## src/rtl/frame_crc_tx.sv

```systemverilog
// Block framer: buffers payload bytes, then streams them one per clock followed by
// a CRC-8 byte. start flags the first payload byte, stop flags the CRC byte, and a
// fixed idle gap follows every frame before the next one may start.
module frame_crc_tx #(
  parameter int unsigned  MAX_LEN    = 16,
  parameter int unsigned  GAP_CYCLES = 5,
  parameter logic [7:0]   CRC_POLY   = 8'h07,
  parameter logic [7:0]   CRC_INIT   = 8'h00,
  localparam int unsigned CntW       = $clog2(MAX_LEN + 1)
) (
  input  logic            clock,
  input  logic            reset,
  input  logic            wr_en,
  input  logic [7:0]      wr_data,
  input  logic            send,
  output logic            start,
  output logic            stop,
  output logic [7:0]      datain,
  output logic            busy,
  output logic [CntW-1:0] count,
  output logic            full,
  output logic            wr_drop
);

  localparam int unsigned IdxW = (MAX_LEN > 1) ? $clog2(MAX_LEN) : 1;
  localparam int unsigned GapW = (GAP_CYCLES > 1) ? $clog2(GAP_CYCLES + 1) : 1;

  localparam logic [CntW-1:0] MaxCnt  = CntW'(MAX_LEN);
  // Gap counter is loaded with GAP_CYCLES-1 so the GAP state lasts GAP_CYCLES cycles.
  localparam logic [GapW-1:0] GapLast = (GAP_CYCLES > 0) ? GapW'(GAP_CYCLES - 1) : '0;

  typedef enum logic [1:0] {
    StIdle,
    StSendData,
    StSendCrc,
    StGap
  } state_e;

  // One byte of CRC-8, MSB first, no reflection.
  function automatic logic [7:0] crc_byte(input logic [7:0] crc_in, input logic [7:0] data);
    logic [7:0] c;
    c = crc_in ^ data;
    for (int i = 0; i < 8; i++) begin
      c = c[7] ? ((c << 1) ^ CRC_POLY) : (c << 1);
    end
    return c;
  endfunction

  state_e          state_q, state_d;
  logic [CntW-1:0] count_q, count_d;
  logic [CntW-1:0] idx_q, idx_d;
  logic [GapW-1:0] gap_q, gap_d;
  logic [7:0]      crc_q, crc_d;
  logic            start_q, start_d;
  logic            stop_q, stop_d;
  logic [7:0]      datain_q, datain_d;
  logic            busy_q, busy_d;
  logic            full_q, full_d;
  logic            wr_drop_q, wr_drop_d;
  logic [7:0]      buf_q [MAX_LEN];
  logic [7:0]      buf_d [MAX_LEN];
  logic [7:0]      launch_byte;
  logic [7:0]      next_byte;

  // Next-state, buffer write and registered-output values.
  always_comb begin
    state_d     = state_q;
    count_d     = count_q;
    idx_d       = idx_q;
    gap_d       = gap_q;
    crc_d       = crc_q;
    start_d     = 1'b0;
    stop_d      = 1'b0;
    datain_d    = 8'h00;
    busy_d      = 1'b0;
    wr_drop_d   = 1'b0;
    buf_d       = buf_q;
    // With an empty buffer, the byte written alongside send is the first byte.
    launch_byte = (count_q == '0) ? wr_data : buf_q[0];
    next_byte   = buf_q[IdxW'(idx_q)];

    unique case (state_q)
      StIdle: begin
        if (wr_en) begin
          if (full_q) begin
            wr_drop_d = 1'b1;
          end else begin
            buf_d[IdxW'(count_q)] = wr_data;
            count_d               = count_q + 1'b1;
          end
        end
        // count_d already includes a write accepted this cycle.
        if (send && (count_d != '0)) begin
          state_d  = StSendData;
          start_d  = 1'b1;
          busy_d   = 1'b1;
          datain_d = launch_byte;
          crc_d    = crc_byte(CRC_INIT, launch_byte);
          idx_d    = CntW'(1);
        end
      end

      StSendData: begin
        busy_d    = 1'b1;
        wr_drop_d = wr_en;
        if (idx_q < count_q) begin
          datain_d = next_byte;
          crc_d    = crc_byte(crc_q, next_byte);
          idx_d    = idx_q + 1'b1;
        end else begin
          state_d  = StSendCrc;
          stop_d   = 1'b1;
          datain_d = crc_q;
        end
      end

      StSendCrc: begin
        wr_drop_d = wr_en;
        count_d   = '0;
        idx_d     = '0;
        crc_d     = CRC_INIT;
        if (GAP_CYCLES == 0) begin
          state_d = StIdle;
        end else begin
          state_d = StGap;
          busy_d  = 1'b1;
          gap_d   = GapLast;
        end
      end

      StGap: begin
        wr_drop_d = wr_en;
        if (gap_q == '0) begin
          state_d = StIdle;
        end else begin
          busy_d = 1'b1;
          gap_d  = gap_q - 1'b1;
        end
      end

      default: begin
        state_d = StIdle;
      end
    endcase

    full_d = (count_d == MaxCnt);
  end

  // Control state and registered outputs; reset aborts any frame in progress.
  always_ff @(posedge clock) begin
    if (reset) begin
      state_q   <= StIdle;
      count_q   <= '0;
      idx_q     <= '0;
      gap_q     <= '0;
      crc_q     <= CRC_INIT;
      start_q   <= 1'b0;
      stop_q    <= 1'b0;
      datain_q  <= 8'h00;
      busy_q    <= 1'b0;
      full_q    <= 1'b0;
      wr_drop_q <= 1'b0;
    end else begin
      state_q   <= state_d;
      count_q   <= count_d;
      idx_q     <= idx_d;
      gap_q     <= gap_d;
      crc_q     <= crc_d;
      start_q   <= start_d;
      stop_q    <= stop_d;
      datain_q  <= datain_d;
      busy_q    <= busy_d;
      full_q    <= full_d;
      wr_drop_q <= wr_drop_d;
    end
  end

  // Payload storage; contents are don't-care once count is cleared.
  always_ff @(posedge clock) begin
    buf_q <= buf_d;
  end

  assign start   = start_q;
  assign stop    = stop_q;
  assign datain  = datain_q;
  assign busy    = busy_q;
  assign count   = count_q;
  assign full    = full_q;
  assign wr_drop = wr_drop_q;

endmodule

```

## config.mk

```make
export PLATFORM = sky130hd
export DESIGN_NAME = frame_crc_tx
export DESIGN_NICKNAME = d
export VERILOG_FILES = /design/src/rtl/frame_crc_tx.sv
export SDC_FILE = /design/constraint.sdc
export NUM_CORES = 1
export LEC_CHECK = 0
export CAP_MARGIN = 20
export CORE_MARGIN = 2
export CORE_UTILIZATION = 46
export CTS_CLUSTER_DIAMETER = 150
export DETAILED_ROUTE_END_ITERATION = 8
export GPL_TIMING_DRIVEN = 0
export PLACE_DENSITY = 0.74
export SETUP_SLACK_MARGIN = 0.15
export SLEW_MARGIN = 20
export SYNTH_ARGS = -nofsm -noshare
export SYNTH_HDL_FRONTEND = slang
export SYNTH_SLANG_ARGS = --single-unit
```

## constraint.sdc

```tcl
create_clock -name clock -period 2.85 [get_ports clock]
set_clock_uncertainty 0.1 [all_clocks]
set_input_delay 0.57 -clock clock [delete_from_list [all_inputs] [get_ports clock]]
set_output_delay 0.57 -clock clock [all_outputs]
set_load 0.01 [all_outputs]
```

# Word level (Yosys, flattened, before mapping)
# Index checks and enable logic that the tools add are counted.
[word_totals]
reg_bits = 164
latch_bits = 0
mem_bits_rw = 0
romBits = 0
inputBits = 12
wordCells = 130
n_memories = 0
[op_classes]
add_sub_neg = 3
multipliers = 0
div = 0
order_cmp = 4
n_eq_ne = 9
n_shift = 0
n_mux = 49
n_bitwise = 22
n_reduce_logical = 16
[ops]
columns = ["op", "n"]
rows = [
  ["$bwmux 128", 1],
  ["$mux 8", 8],
  ["$mux 3", 17],
  ["$not 3->3", 16],
  ["$bmux 8 s4", 1],
  ["$demux 8 s4", 1],
  ["$mux 5", 5],
  ["$pmux 8 s3", 1],
  ["$pmux 8 s2", 1],
  ["$pmux 5 s3", 1],
  ["$add 5x1->5 const B", 2],
  ["$ge 5x5->1 const B", 2],
  ["$ne 2x2->1 const B", 5],
  ["$not 4->5", 2],
  ["$pmux 5 s2", 1],
  ["$reduce_and 3->1", 3],
  ["$pmux 2 s4", 1],
  ["$xor 8x8->8", 1],
  ["$mux 2", 3],
  ["$pmux 3 s2", 1],
  ["$reduce_or 2->1", 3],
  ["$eq 5x5->1 const B", 1],
  ["$logic_not 5->1", 1],
  ["$lt 5x1->1 const B", 1],
  ["16 further kinds", 24],
]

# Depth between registers and ports, before layout
# Gate-level depths: netlist of run 1.
[depth]
depth_word = 23
ltp_mapped = 10
mapped_depth_nobuf = 9

# Worst setup path after synthesis of run 1
# OpenSTA, ideal clock, no wires.
[synth_timing]
kind = "flip-flop to flip-flop"
startpoint = "reg count_q[0] (netlist: count[0])"
endpoint = "reg crc_q[4]"
arrival_ps = 2461
path_slack_ps = 168
stages_incl_launch_ff = 9
n_path_buf = 2
synth_period_minus_slack_ps = 2682
cell_sequence = "dfxtp_1 inv_1 ha_1 nor4b_1 clkbuf_1 buf_2 mux2_2 a221oi_1 nor2_1"
[synth_between]
elab_chain_len = 9
word_cells_on_any_way = 19
[synth_lines]
columns = ["element", "line", "text"]
rows = [
  ["start, declared", "50", "logic [CntW-1:0] count_q, count_d;"],
  ["start signal, assigned", "165", "count_q <= count_d;"],
  ["branches (longest 9 deep; another with $add 5x1->5)", "n/a", ""],
  ["end signal, assigned", "168", "crc_q <= crc_d;"],
  ["end, declared", "53", "logic [7:0] crc_q, crc_d;"],
]
# Parallel ways; which one is timed is not known. The select of a mux whose other input is x is not followed.
# A chain may end at the register's enable or synchronous reset.

# Worst setup path in the final report of run 1
[layout_timing]
startpoint = "reg idx_q[1]"
endpoint = "reg crc_q[7]"
[layout_between]
elab_chain_len = 12
word_cells_on_any_way = 15
[layout_lines]
columns = ["element", "line", "text"]
rows = [
  ["start, declared", "51", "logic [CntW-1:0] idx_q, idx_d;"],
  ["start signal, assigned", "166", "idx_q <= idx_d;"],
  ["$not 4->5 (implied by the code)", "80", "next_byte = buf_q[IdxW'(idx_q)];"],
  ["$bmux 8 s4", "80", ""],
  ["$mux 8 (implied by the code) (2 in series)", "80", ""],
  ["$xor 8x8->8", "42", "c = crc_in ^ data;"],
  ["$mux 3", "44", "c = c[7] ? ((c << 1) ^ CRC_POLY) : (c << 1);"],
  ["$not 3->3 (no line)", "n/a", ""],
  ["$mux 3", "44", ""],
  ["$not 3->3 (no line)", "n/a", ""],
  ["$mux 3", "44", ""],
  ["$mux 8", "106", "if (idx_q < count_q) begin"],
  ["$pmux 8 s3", "82", "unique case (state_q)"],
]
# Several ways; a longest one is shown, not always the timed one. The select of a mux whose other input is x is not followed.

==> impl_metrics.py, run 1 <==
metrics = {
    "power_and_ir_drop": {
        "p_comb_share_pct": 37.5,
        "pwr-share-seq_pct": 33.9,
        "power_leakage_nw": 3.381,
        "ir_drop_v": 0.0004940,
        "p_sw_mw": 2.827,
        "switching_share_pct": 32.45,
        "p_per_area_mw_per_mm2": 907.9,
        "power.internal_mw": 5.885,
        "pwr-share-clk_pct": 28.6,
    },
    "grt": {
        "first_global_vias": 4964,
        "grt_overflow_total": 0,
        "grtUsageTotal_pct": 21.89,
        "grt_max_degree": 22,
        "antenna_found_initial": 0,
        "grt_pass1_wl_mm": 28.86,
    },
    "placement": {
        "place_inst": 809,
        "dp_hpwl_mm": 12.42,
        "gp_congestion": 0.9147,
        "place_area_mm2": 0.008263,
        "place_ws_ns": -0.7207,
        "place.port_buffers": 29,
    },
    "critical_path": {
        "crit_chain": "buf_12 > clkbuf_16 > buf_6 > mux4_2 > mux2i_1 > mux2_4 > xor2_4 > buf_6 > xnor3_1 > nor2_1 > o221a_1",
        "path_class": "reg2reg",
        "end_kind": "flop",
        "timing.rr.start": "idx_q[1]",
        "cp_max_fo": 8,
        "timing.critical_path.buf_inv": 4,
        "cpPeakStageDelay_ns": 0.48,
        "crit_path_start": "idx_q[1]",
        "worstPathArrival_ns": 3.09,
        "cp_common_cell": "buf_6",
        "crit_required_ns": 3.13,
        "start_kind": "flop",
        "crit_family": "multiplexers",
        "slowest_stage": "mux4_2",
    },
    "final_layout": {
        "fillCellCount": 1219,
        "nets": 666,
        "fin_area_mm2": 0.009595,
        "layout_common_cells": "128 x edfxtp_1, 36 x nor2_1, 33 x mux2i_1, 33 x buf_4, 31 x dfxtp_1",
        "antennaDiodeCount": 0,
        "drive_above_1_share_pct": 27.34,
        "area_growth_pct": 25.23,
        "layout_commonest_cell": "edfxtp_1",
        "final_cells": 871,
    },
    "clocking": {
        "cts_tree": "yes",
        "clockBufferDepth": 2,
        "htreeDepth": 4,
        "ctsHoldBuffers": 0,
        "clock-sinks": 164,
        "clkTransAtPathRegs_ns": 0.07,
        "clk_latency_ns": 0.43,
        "root_buffer": "clkbuf_16",
        "cts_inserted_buffers": 17,
    },
    "detailed_routing": {
        "ant_nets": 0,
        "viasPerCell": 5.856,
        "vias": 5101,
        "routedWlPerCell_um": 21.93,
        "firstDrtPassIters": 5,
        "wl_mm": 19.10,
        "drcViolationCount": 0,
        "drt_iter0_markers": 518,
    },
    "job": {
        "drv_cap": 0,
    },
    "synth": {
        "synth-edff-count": 128,
        "synth.avg_cell_area_um2": 13.73,
        "synth_cells": 558,
        "ys_seq_area_share_pct": 59.57,
        "synth_cell_type_count": 59,
        "synth-seq-cells": 164,
        "syn-cell-area_mm2": 0.007662,
        "async_flop_share_pct": 0,
        "syn-num-nets": 585,
        "ys.flop_type": "edfxtp_1",
        "yosys_warnings": 0,
    },
    "floorplanning": {
        "design.core.area_mm2": 0.01641,
        "die_w_um": 133.1,
        "dieArea_mm2": 0.01771,
        "die_h_um": 133.1,
        "initial_utilization_pct": 46.70,
        "num_rows": 47,
        "io_pins": 30,
    },
    "sta": {
        "postLayoutSetupSlackWorst_ns": 0.03236,
        "min_period_ns": 2.818,
        "rsz0062_at_grt": "yes",
        "setup_viol": 0,
        "post-route-period-util_pct": 98.86,
        "max_freq_mhz": 354.9,
        "hold_violations": 0,
        "drv_slew": 0,
        "tightest_slew_ns": 0.8385,
        "slew_headroom_pct": 44.01,
    },
    "min_path": {
        "hold_class": "reg2reg",
        "min-delay-start": "gap_q[0]",
    },
    "status": {
        "run_status": "finished clean",
    },
}
[logic make-up (layout without fill, tap and decap cells)]
family / Yosys count / after routing / synth area share (%)
xor gates and xnor gates: 44 / 44 / 5.748
AOI/OAI and AO/OA: 92 / 92 / 8.312
buffers and inverters: 48 / 141 / 2.809
adders and majority gates: 15 / 15 / 2.449
DFF: 164 / 164 / 59.57
muxes: 68 / 68 / 13.24
and+or+nand+nor: 127 / 127 / 7.871
[path summary, 6_finish.rpt]
check                                end  slack, ns  depth (start not counted)
worst max register to register  crc_q[7]       0.03                         11
worst min register to register  gap_q[0]       0.38                          2
worst max-delay path            crc_q[7]       0.03                         11
worst min-delay path            gap_q[0]       0.38                          2
[registers in the layout, indices dropped and copies added (netlist names)]
signal,count
wr_drop,1
buf_q,128
start,1
busy,1
idx_q,5
gap_q,3
crc_q,8
datain,8
stop,1
full,1
count,5
state_q,2
[through the flow]
step / TNS, ns / total power, mW / hold slack [ns] / utilization, %
4_1_cts: 0 / 8.304 / 0.3806 / 55.89
6_report: 0 / 8.712 / 0.3771 / 58.48
3_5_place_dp: -43.00 / 5.597 / 0.3722 / 50.36
2_1_floorplan: 0 / 4.896 / 0.3436 / -
5_1_grt: -0.03984 / 9.067 / 0.4111 / 58.48
3_3_place_gp: -55.27 / 5.526 / 0.3518 / 50.15
[cell usage after synthesis (all sizes together), types with 15 or more instances]
| master | count | area share [%] |
|---|---|---|
| buf | 16 | 1.2 |
| dfxtp | 36 | 9.4 |
| inv | 19 | 0.93 |
| mux2i | 39 | 5.3 |
| edfxtp | 128 | 50 |
| o21ai | 18 | 1.2 |
| mux4 | 25 | 7.4 |
| ha | 15 | 2.4 |
| a21oi | 23 | 1.5 |
| nand2 | 27 | 1.3 |
| xor2 | 16 | 1.8 |
| nor2 | 48 | 2.4 |
| xnor2 | 24 | 2.7 |
[layout make-up]
type | count | area, um2 | area share (%)
flip-flops and latches | 164 | 4576 | 47.69
repair buffers | 63 | 586.8 | 6.116
inverters | 19 | 71.32 | 0.7433
multi-input cells | 346 | 3208 | 33.43
clock inverters | 14 | 209.0 | 2.178
clock buffers | 17 | 425.4 | 4.433
plain buffers | 28 | 244.0 | 2.543
well taps | 220 | 275.3 | 2.869
[layer usage]
metal,vias to the layer above,GRT usage (%),routed length [um],share of wire (%)
met3,39,3.908,1074,5.6
li1,2269,-,-,-
met5,-,0,0,0
met4,0,8.841,427,2.2
met2,207,35.64,9570,50
met1,2586,29.26,8026,42
[tightest hold or removal path, cell delays in order (launching register included)]
cell and delay, ns:
dfxtp_1 0.31, nand3_1 0.06, a21oi_1 0.06
[power by group through the flow]
stage               sequential [mW]  clock (mW)  combinational (mW)
floorplan                      2.96           0                1.94
global placement               2.97           0                2.55
detailed placement             2.98           0                2.62
CTS                            2.95        2.50                2.86
global route                   2.98        2.60                3.49
finish                         2.96        2.49                3.26
[timing repair]
item                                    in CTS  in global routing
gates cloned                                 0                  1
pin swaps                                    8                 17
setup buffers                                7                 24
gates resized for setup                     58                 64
endpoints found under the setup margin      89                129
No activity file was read; power rests on OpenSTA's default activity.
==> inputs of run 2 (changes only) <==
- HOLD_SLACK_MARGIN: default -> 0.02
==> results of run 2 <==
The final DEF is identical to that of run 1; final timing and power are the same.
==> inputs of run 3 (changes only) <==
- CAP_MARGIN: 20 -> default
- CORE_MARGIN: 2 -> 4
- SLEW_MARGIN: 20 -> default
==> impl_metrics.py, run 3 (synthesized netlist as in run 1, its figures left out) <==
metrics = {
    "status": {
        "run_status": "finished clean",
    },
    "sta": {
        "tightest_slew_ns": 0.8568,
        "tns_ns": 0,
        "post-route-period-util_pct": 95.43,
        "setup_viol": 0,
        "min_period_ns": 2.720,
        "max_freq_mhz": 367.7,
        "hold_ws_ns": 0.3881,
        "hold_violations": 0,
        "drv_slew": 0,
        "rsz0062_at_grt": "yes",
        "slew_headroom_pct": 42.79,
    },
    "power_and_ir_drop": {
        "ir_drop_v": 0.0005565,
        "power_leakage_nw": 3.212,
        "p_per_area_mw_per_mm2": 885.2,
        "finalPower_mw": 8.292,
    },
    "final_layout": {
        "final_cells": 848,
        "largest_reg_flops": 128,
        "layout_common_cells": "128 x edfxtp_1, 35 x nor2_1, 33 x mux2i_1",
        "layout_commonest_cell": "edfxtp_1",
        "top_register": "buf_q",
        "nets": 646,
        "drive_above_1_share_pct": 25.32,
        "fillCellCount": 1243,
        "antennaDiodeCount": 0,
        "area_growth_pct": 22.24,
    },
    "critical_path": {
        "cpPeakStageDelay_ns": 0.40,
        "crit_required_ns": 3.07,
        "cp_max_fo": 10,
        "path_class": "reg2reg",
        "reg2regPathDepth": 10,
        "rrSetupSlack_ns": 0.13,
        "crit_path_end": "crc_q[4]",
        "timing.rr.start": "idx_q[0]",
        "end_kind": "flop",
        "start_kind": "flop",
        "r2r_end": "crc_q[4]",
        "crit_chain": "buf_8 > and2_1 > clkbuf_4 > a22oi_2 > a211oi_2 > a211oi_4 > buf_4 > xnor3_1 > a221oi_2 > nor2_1",
        "slowest_stage": "xnor3_1",
        "worstPathArrival_ns": 2.94,
        "crit_path_start": "idx_q[0]",
    },
    "placement": {
        "place_inst": 804,
        "gp_congestion": 0.8479,
        "place.port_buffers": 29,
        "dp_hpwl_mm": 12.38,
    },
    "clocking": {
        "clockBufferDepth": 2,
        "ctsHoldBuffers": 0,
        "cts_tree": "yes",
        "htreeDepth": 4,
        "cts_inserted_buffers": 17,
        "clk_latency_ns": 0.43,
        "clock-sinks": 164,
        "clkTransAtPathRegs_ns": 0.07,
        "root_buffer": "clkbuf_16",
    },
    "floorplanning": {
        "dieArea_mm2": 0.01879,
        "die_h_um": 137.1,
        "design.core.area_mm2": 0.01612,
        "io_pins": 30,
        "num_rows": 46,
        "initial_utilization_pct": 47.55,
        "die_w_um": 137.1,
    },
    "grt": {
        "grt_overflow_total": 0,
        "grt_pass1_wl_mm": 28.16,
        "antenna_found_initial": 0,
        "grtUsageTotal_pct": 20.37,
        "grt_max_degree": 22,
        "first_global_vias": 4915,
    },
    "min_path": {
        "hold_class": "reg2reg",
    },
    "detailed_routing": {
        "ant_nets": 0,
        "routedWlPerCell_um": 21.66,
        "drt_iter0_markers": 438,
        "firstDrtPassIters": 5,
        "vias": 4907,
        "wl_mm": 18.37,
        "drcViolationCount": 0,
        "viasPerCell": 5.787,
    },
    "job": {
        "drv_cap": 0,
    },
}
run 3: cell count changes in the layout (fill, tap and decap cells not counted), moves of 3 or more:
cell | before | now
mux2i_2 | 5 | 1
buf_4 | 33 | 17
buf_6 | 8 | 3
mux2i_4 | 1 | 5
buf_12 | 3 | 6
bufinv_16 | 5 | 0
run 3: repair_timing:
action | in CTS | in global routing
setup buffers | 7 | 6
resized for setup | 69 | 57
endpoints found under the hold margin | 0 | 0
setup endpoints to repair | 105 | 148
pin swaps | 9 | 8
run 3: power by group:
part,switching (mW),internal [mW]
Sequential,0.172,2.78
Combinational,1.68,1.56
Clock,0.976,1.12
run 3: final cells by class:
type | count | area, um2 | share of cell area [%]
repair buffers | 43 | 416.7 | 4.448
inverters | 19 | 71.32 | 0.7614
plain buffers | 28 | 259.0 | 2.765
multi-input cells | 346 | 3237 | 34.56
well taps | 216 | 270.3 | 2.885
clock inverters | 14 | 105.1 | 1.122
clock buffers | 18 | 429.2 | 4.582
flip-flops and latches | 164 | 4578 | 48.88
run 3: worst min-delay path by stage:
stage | from | endpoint | slack [ns] | cells after the start
4_1_cts | gap_q[0] | gap_q[0] | 0.40 | 2
5_1_grt | gap_q[0] | gap_q[0] | 0.42 | 2
3_5_place_dp | gap_q[0] | gap_q[0] | 0.39 | 2
2_1_floorplan | gap_q[0] | gap_q[0] | 0.34 | 2
6_report | gap_q[0] | gap_q[0] | 0.39 | 2
3_3_place_gp | gap_q[0] | gap_q[0] | 0.35 | 2
run 3: metrics by stage:
step | setup slack, ns | util [%] | cell area [um2]
after global routing | 0.05310 | 58.12 | 9366
after floorplan | 0.1678 | - | 7662
final | 0.1302 | 58.12 | 9366
after detailed placement | -0.6746 | 51.13 | 8240
after CTS | -0.1048 | 56.38 | 9086
after global placement | -0.8817 | 51.02 | 8223
run 3: worst max-delay path, delay by kind of cell (launching register included):
kind                   cells  cell delay [ns]
AO/OA/AOI/OAI              4             1.00
buffers and inverters      3             0.52
XOR/XNOR                   1             0.40
flip-flops                 1             0.39
AND/OR/NAND/NOR            2             0.19
run 3: metal layers:
layer	vias up	global-route usage [%]	wire (um)
met5	-	0	0
met4	0	6.874	395
met3	26	5.074	1078
met2	183	33.60	9224
met1	2465	26.42	7668
li1	2233	-	-
